**src/rtl/hpdcache_sram_pkg.sv**
```systemverilog
// Shared definitions for the hpdcache behavioural SRAM models.
//   RD_LATENCY_MIN/MAX : legal range of the read latency parameter
//   sram_init_state_e  : states of the optional zero-init sequencer
//   sram_nbytes()      : number of bytes in a data word
package hpdcache_sram_pkg;
    localparam int unsigned RD_LATENCY_MIN = 1;
    localparam int unsigned RD_LATENCY_MAX = 4;

    typedef enum logic {
        SRAM_INIT,
        SRAM_RUN
    } sram_init_state_e;

    function automatic int unsigned sram_nbytes(input int unsigned data_size);
        return data_size / 8;
    endfunction
endpackage

```
**src/rtl/hpdcache_sram_rd_pipe.sv**
```systemverilog
// Read-result pipeline for the 1RW SRAM model.
// Delays an accepted read (valid + sampled word) by RD_LATENCY-1 register
// stages, then loads the output register that drives rdata/rvalid.
//   clk, rst_n : clock, asynchronous active-low reset
//   vld_i      : read accepted this cycle
//   data_i     : word sampled from the array at accept time
//   rdata_o    : last completed read result (held between reads)
//   rvalid_o   : one-cycle strobe per completed read
module hpdcache_sram_rd_pipe
#(
    parameter int unsigned DATA_W     = 64,
    parameter int unsigned RD_LATENCY = 1
)(
    input  logic              clk,
    input  logic              rst_n,
    input  logic              vld_i,
    input  logic [DATA_W-1:0] data_i,
    output logic [DATA_W-1:0] rdata_o,
    output logic              rvalid_o
);
    localparam int unsigned NSTAGE = RD_LATENCY - 1;

    logic              last_v;
    logic [DATA_W-1:0] last_d;
    logic [DATA_W-1:0] rdata_q;
    logic              rvalid_q;

    generate
        if (NSTAGE == 0) begin : g_direct
            assign last_v = vld_i;
            assign last_d = data_i;
        end else begin : g_pipe
            logic [NSTAGE-1:0] v_q;
            logic [DATA_W-1:0] d_q [NSTAGE];

            always_ff @(posedge clk or negedge rst_n) begin
                if (!rst_n) begin
                    v_q <= '0;
                end else begin
                    v_q[0] <= vld_i;
                    for (int unsigned i = 1; i < NSTAGE; i++) begin
                        v_q[i] <= v_q[i-1];
                    end
                end
            end

            // Data stages need no reset: they are only observed when the
            // matching valid bit is set.
            always_ff @(posedge clk) begin
                d_q[0] <= data_i;
                for (int unsigned i = 1; i < NSTAGE; i++) begin
                    d_q[i] <= d_q[i-1];
                end
            end

            assign last_v = v_q[NSTAGE-1];
            assign last_d = d_q[NSTAGE-1];
        end
    endgenerate

    always_ff @(posedge clk or negedge rst_n) begin
        if (!rst_n) begin
            rdata_q  <= '0;
            rvalid_q <= 1'b0;
        end else begin
            rvalid_q <= last_v;
            if (last_v) begin
                rdata_q <= last_d;
            end
        end
    end

    assign rdata_o  = rdata_q;
    assign rvalid_o = rvalid_q;
endmodule

```
**src/rtl/hpdcache_sram_wbe_1rw_pipe.sv**
```systemverilog
// Behavioural single-port SRAM with per-byte write enables, configurable
// read latency (rvalid strobe), a ready output and defined out-of-range
// behaviour (writes dropped, reads return zero).
//   clk, rst_n : clock, asynchronous active-low reset
//   cs, we     : request valid, 1 = write / 0 = read
//   addr       : entry index
//   wbe, wdata : byte enables and write data, [NDATA][bytes] / [NDATA][bits]
//   rdata      : read result, held until the next read completes
//   rvalid     : one-cycle strobe per completed read
//   ready      : requests are accepted
// Optional macro HPDCACHE_SRAM_ZERO_INIT_EN: after reset, zero every entry
// (one per cycle, DEPTH cycles) with ready low, then run.
module hpdcache_sram_wbe_1rw_pipe
    import hpdcache_sram_pkg::*;
#(
    parameter int unsigned ADDR_SIZE  = 6,
    parameter int unsigned DATA_SIZE  = 64,
    parameter int unsigned DEPTH      = 2**ADDR_SIZE,
    parameter int unsigned NDATA      = 1,
    parameter int unsigned RD_LATENCY = 1
)(
    input  logic                                   clk,
    input  logic                                   rst_n,
    input  logic                                   cs,
    input  logic                                   we,
    input  logic [ADDR_SIZE-1:0]                   addr,
    input  logic [NDATA*sram_nbytes(DATA_SIZE)-1:0] wbe,
    input  logic [NDATA*DATA_SIZE-1:0]             wdata,
    output logic [NDATA*DATA_SIZE-1:0]             rdata,
    output logic                                   rvalid,
    output logic                                   ready
);
    localparam int unsigned WORD_W = NDATA * DATA_SIZE;
    localparam int unsigned NBYTES = NDATA * sram_nbytes(DATA_SIZE);
    localparam int unsigned IDX_W  = (DEPTH > 1) ? $clog2(DEPTH) : 1;

    generate
        if (RD_LATENCY < RD_LATENCY_MIN || RD_LATENCY > RD_LATENCY_MAX) begin : g_bad_latency
            $error("RD_LATENCY out of range 1..4");
        end
        if (DATA_SIZE % 8 != 0) begin : g_bad_data_size
            $error("DATA_SIZE must be a multiple of 8");
        end
        if (DEPTH < 1 || DEPTH > 2**ADDR_SIZE) begin : g_bad_depth
            $error("DEPTH must satisfy 1 <= DEPTH <= 2**ADDR_SIZE");
        end
    endgenerate

    logic [WORD_W-1:0] mem_q [DEPTH];

    logic              req_acc;
    logic              in_range;
    logic              rd_en;
    logic [WORD_W-1:0] rd_word;
    logic              wr_en;
    logic [IDX_W-1:0]  wr_idx;
    logic [NBYTES-1:0] wr_be;
    logic [WORD_W-1:0] wr_data;

    assign req_acc  = cs & ready;
    assign in_range = 32'(addr) < DEPTH;
    assign rd_en    = req_acc & ~we;
    assign rd_word  = in_range ? mem_q[addr[IDX_W-1:0]] : '0;

`ifdef HPDCACHE_SRAM_ZERO_INIT_EN
    sram_init_state_e     state_q;
    logic [ADDR_SIZE-1:0] cnt_q;
    logic                 ready_q;

    always_ff @(posedge clk or negedge rst_n) begin
        if (!rst_n) begin
            state_q <= SRAM_INIT;
            cnt_q   <= '0;
            ready_q <= 1'b0;
        end else if (state_q == SRAM_INIT) begin
            cnt_q <= cnt_q + 1'b1;
            if (32'(cnt_q) == DEPTH - 1) begin
                state_q <= SRAM_RUN;
                ready_q <= 1'b1;
            end
        end
    end

    assign ready = ready_q;

    // The init sequencer owns the write port until it reaches RUN; user
    // requests cannot be accepted then because ready is low.
    always_comb begin
        wr_en   = req_acc & we & in_range;
        wr_idx  = addr[IDX_W-1:0];
        wr_be   = wbe;
        wr_data = wdata;
        if (state_q == SRAM_INIT) begin
            wr_en   = 1'b1;
            wr_idx  = cnt_q[IDX_W-1:0];
            wr_be   = '1;
            wr_data = '0;
        end
    end
`else
    assign ready = 1'b1;

    always_comb begin
        wr_en   = req_acc & we & in_range;
        wr_idx  = addr[IDX_W-1:0];
        wr_be   = wbe;
        wr_data = wdata;
    end
`endif

    always_ff @(posedge clk) begin
        if (wr_en) begin
            for (int unsigned b = 0; b < NBYTES; b++) begin
                if (wr_be[b]) begin
                    mem_q[wr_idx][b*8 +: 8] <= wr_data[b*8 +: 8];
                end
            end
        end
    end

    hpdcache_sram_rd_pipe #(
        .DATA_W     (WORD_W),
        .RD_LATENCY (RD_LATENCY)
    ) u_rd_pipe (
        .clk      (clk),
        .rst_n    (rst_n),
        .vld_i    (rd_en),
        .data_i   (rd_word),
        .rdata_o  (rdata),
        .rvalid_o (rvalid)
    );
endmodule

```
**config.mk**
```make
export PLATFORM = sky130hd
export DESIGN_NAME = hpdcache_sram_wbe_1rw_pipe
export DESIGN_NICKNAME = d
export VERILOG_FILES = /design/src/rtl/hpdcache_sram_pkg.sv /design/src/rtl/hpdcache_sram_rd_pipe.sv /design/src/rtl/hpdcache_sram_wbe_1rw_pipe.sv
export SDC_FILE = /design/constraint.sdc
export NUM_CORES = 2
export LEC_CHECK = 0
export CORE_MARGIN = 2
export CORE_UTILIZATION = 30
export DETAILED_ROUTE_END_ITERATION = 8
export PLACE_DENSITY_LB_ADDON = 0.08
export SLEW_MARGIN = 0
export SYNTH_ARGS = -nofsm -noshare
export SYNTH_HDL_FRONTEND = slang
export SYNTH_HIERARCHICAL = 1
export SYNTH_SLANG_ARGS = --single-unit
```
**constraint.sdc**
```tcl
create_clock -name clk -period 5.4 [get_ports clk]
set_input_delay 1.35 -clock clk [delete_from_list [all_inputs] [get_ports clk]]
set_output_delay 1.35 -clock clk [all_outputs]
set_load 0.05 [all_outputs]
```
==> reports/metrics.cfg <==
[final_layout]
final_net_count=10217
area_delta_synth_final_pct=20.6
layoutNonFillerInstCount=17576
nFillCells=49587
layout_cell_share_with_drive_strength_beyond_1_pct=21.8
final_cell_area_um2=192000
final_util_pct=36.3
multi_input_comb_area_um2=31700
sequential_cell_area_um2=125000

[clock_tree]
clock_sink_count=4161
clkSlewWorstSetupHoldPaths_ns=0.06
ctsResizeCount=0
cts_tree=done
htreeDepth=5
cts.root.buffer_cell=clkbuf_16
post-cts-setup-buffer-count=0
cts_hold_buffers=0
cts-root-to-sink-buffers=4
clkLatencyLatePin_ns=1.06
cts_buffers=463

[die]
num_io_pins=148
floorplan.initialDensity_pct=30.1
floorplan.die.height_um=732
standard_cell_rows=267
dieWidth_um=732
core_area_um2=528000
die_outline_area_um2=536000

[timing]
min_period_over_period_pct=84.4
worstMarginPinSlew_ns=1.36
slew_headroom_pct=9.31
timing.final.ws_setup_ns=0.842
final_setup_viols=0
timing_max_transition_violations_final=0
final.min_clock_period_ns=4.56
rsz0062_at_grt=false
fin_skew_ns=0.0748
final-hold-violation-count=0
max_freq_ghz=0.219

[placed_design]
dp_hpwl_mm=482
place.gp.congestion=0.863
io_buffers=146
numPlacedInstances=16664
preCtsSetupSlack_ns=-0.0929
postPlaceCellArea_um2=177000

[grt]
global_route_wire_length_before_repair_mm=957
grt_max_degree=76
grt_pass1_vias=97208
grt_usage_pct=26.4
grt_remaining_overflow=0
number_of_antenna_violations_at_the_first_check_in_global_routing=106

[synthesis]
synth_enable_flop_cells=4096
synth-seq-area-share_pct=78.3
post_synth.cell_area_avg_um2=17.6
most_instantiated_library_cell_after_synthesis=edfxtp_1
netlist_top_cells_count=4,096 x edfxtp_1, 700 x nor2_1, 681 x a221oi_1
ys_warn_count=6
synth_nets=9134
yosys-top-cells-area=edfxtp_1 77%, a221oi_1 3.7%, a22oi_1 2.5%
synth.cell_area_um2=159000
synth_flop_cell=edfxtp_1
ys_types=61
synth-async-reset-ratio_pct=1.56
synth_largest_area_cell=edfxtp_1
ys_seq_elements=4161
portion_of_synthesized_cell_area_occupied_by_the_leading_cell_type_pct=77.3
gate_count_of_the_mapped_netlist=9052

[setup_path]
cpMaxStageDelayCell=nor4_1
crit_type=in -> reg
path_delay_family=simple AND/OR/NAND/NOR gates
timing.critical_path.fanout_max=27
worst_stage_delay_on_the_critical_path_ns=0.93
slack_of_the_worst_reg_to_reg_path_ns=1.99
worst_ep_arrival_time_ns=5.48
regToRegEndpoint=u_rd_pipe/rdata_o[50]
critical_path.reg2reg.startpoint=mem_q[13][50]
rr_worst_depth=7
critPathRequiredTime_ns=6.32
critical_path.most_common_cell=buf_12
critical_path.endpoint_type=flip-flop
crit_chain=buf_8, nor2b_4, buf_12, buf_12, a22oi_1, o22ai_1, nor4_1, buf_4, o31ai_1, or4_1, mux2_4
timing.critical_path.from_type=input pin
path_buf_inv=4

[power_and_ir_drop]
power_density_nw_per_um2=382
irDropWorstVdd_mv=0.286
power.leakage_nw=61.8

[run_status]
run_status=completed

[route]
initialDrtViolationCount=13599
routed_wire_length_per_instance_um=41.6
avgViaCountPerCell=5.68
route.vias.total=99882
post_route_ant_nets=0
drt_wl_total_mm=730
drtPass1Iterations=8
drc=0

[run]
max-cap-violations=0

[hold_path]
hold_path.class=in -> async

metal layers:
| metal | track usage [%] | routed length [um] |
|---|---|---|
| met5 | 0 | 167 |
| met4 | 8.43 | 22900 |
| met3 | 5.16 | 57000 |
| met2 | 41.3 | 335000 |
| met1 | 37.1 | 316000 |
layout make-up:
type                            instances  share of cell area (%)
Clock inverter                        262                    1.40
Antenna cell                           49                  0.0639
Multi-Input combinational cell       4193                    16.5
Tap cell                             6994                    4.56
Sequential cell                      4161                    64.9
Inverter                                4                  0.0196
Timing Repair Buffer                 1312                    6.08
Clock buffer                          601                    6.44
cells by family (layout without fill, tap and decap cells):
family,count (synthesis),after routing,synth area share [%]
AOI/OAI and AO/OA,2262,2262,10.6
DFF,4161,4161,78.3
muxes,685,685,5.82
buffers and inverters,698,2179,1.96
other,1,50,0.00236
and+or+nand+nor,1245,1245,3.32
layout by cell type, fill, tap and decap left out, types with 84 or more instances in the layout:
| cell | n |
|---|---|
| clkinv_1 | 87 |
| nand2_1 | 253 |
| a221oi_1 | 681 |
| clkbuf_16 | 467 |
| a21oi_1 | 205 |
| o21ai_0 | 193 |
| o22ai_1 | 279 |
| clkbuf_1 | 116 |
| mux2_2 | 84 |
| nor2_1 | 689 |
| a22oi_1 | 531 |
| mux2i_1 | 381 |
| edfxtp_1 | 4096 |
| mux4_2 | 160 |
| buf_4 | 1026 |
| buf_12 | 140 |
| clkinv_2 | 93 |
sequential cells by signal (all words and copies together), names as in the netlist:
register / cells
mem_q: 4096
u_rd_pipe/rdata_o: 64
u_rd_pipe/rvalid_o: 1
where the power goes:
group	internal [mW]	switching, mW
clock	18.2	13.5
sequential	35.6	0.539
combinational	1.51	3.92
worst max-delay path by stage:
stage,from,to,slack (ns),cells past startpoint
6_report,addr[1],u_rd_pipe/rdata_o[50],0.84,11
5_1_grt,u_rd_pipe/rdata_o[43],rdata[43],1.01,1
4_1_cts,u_rd_pipe/rdata_o[34],rdata[34],0.92,1
3_5_place_dp,addr[5],mem_q[45][62],-0.09,7
3_3_place_gp,addr[5],mem_q[45][62],-0.05,7
2_1_floorplan,addr[2],u_rd_pipe/rdata_o[45],1.54,10
stage by stage:
| stage | TNS, ns | hold WS, ns | total power, mW |
|---|---|---|---|
| 6_report | 0 | 0.254 | 73.4 |
| 4_1_cts | 0 | 0.156 | 73.9 |
| 3_3_place_gp | -0.423 | 0.511 | 42.3 |
| 3_5_place_dp | -0.735 | 0.515 | 42.3 |
| 2_1_floorplan | 0 | 0.679 | 38.7 |
| 5_1_grt | 0 | 0.200 | 75.1 |
Note: power is estimated with default switching activity, not from simulation.
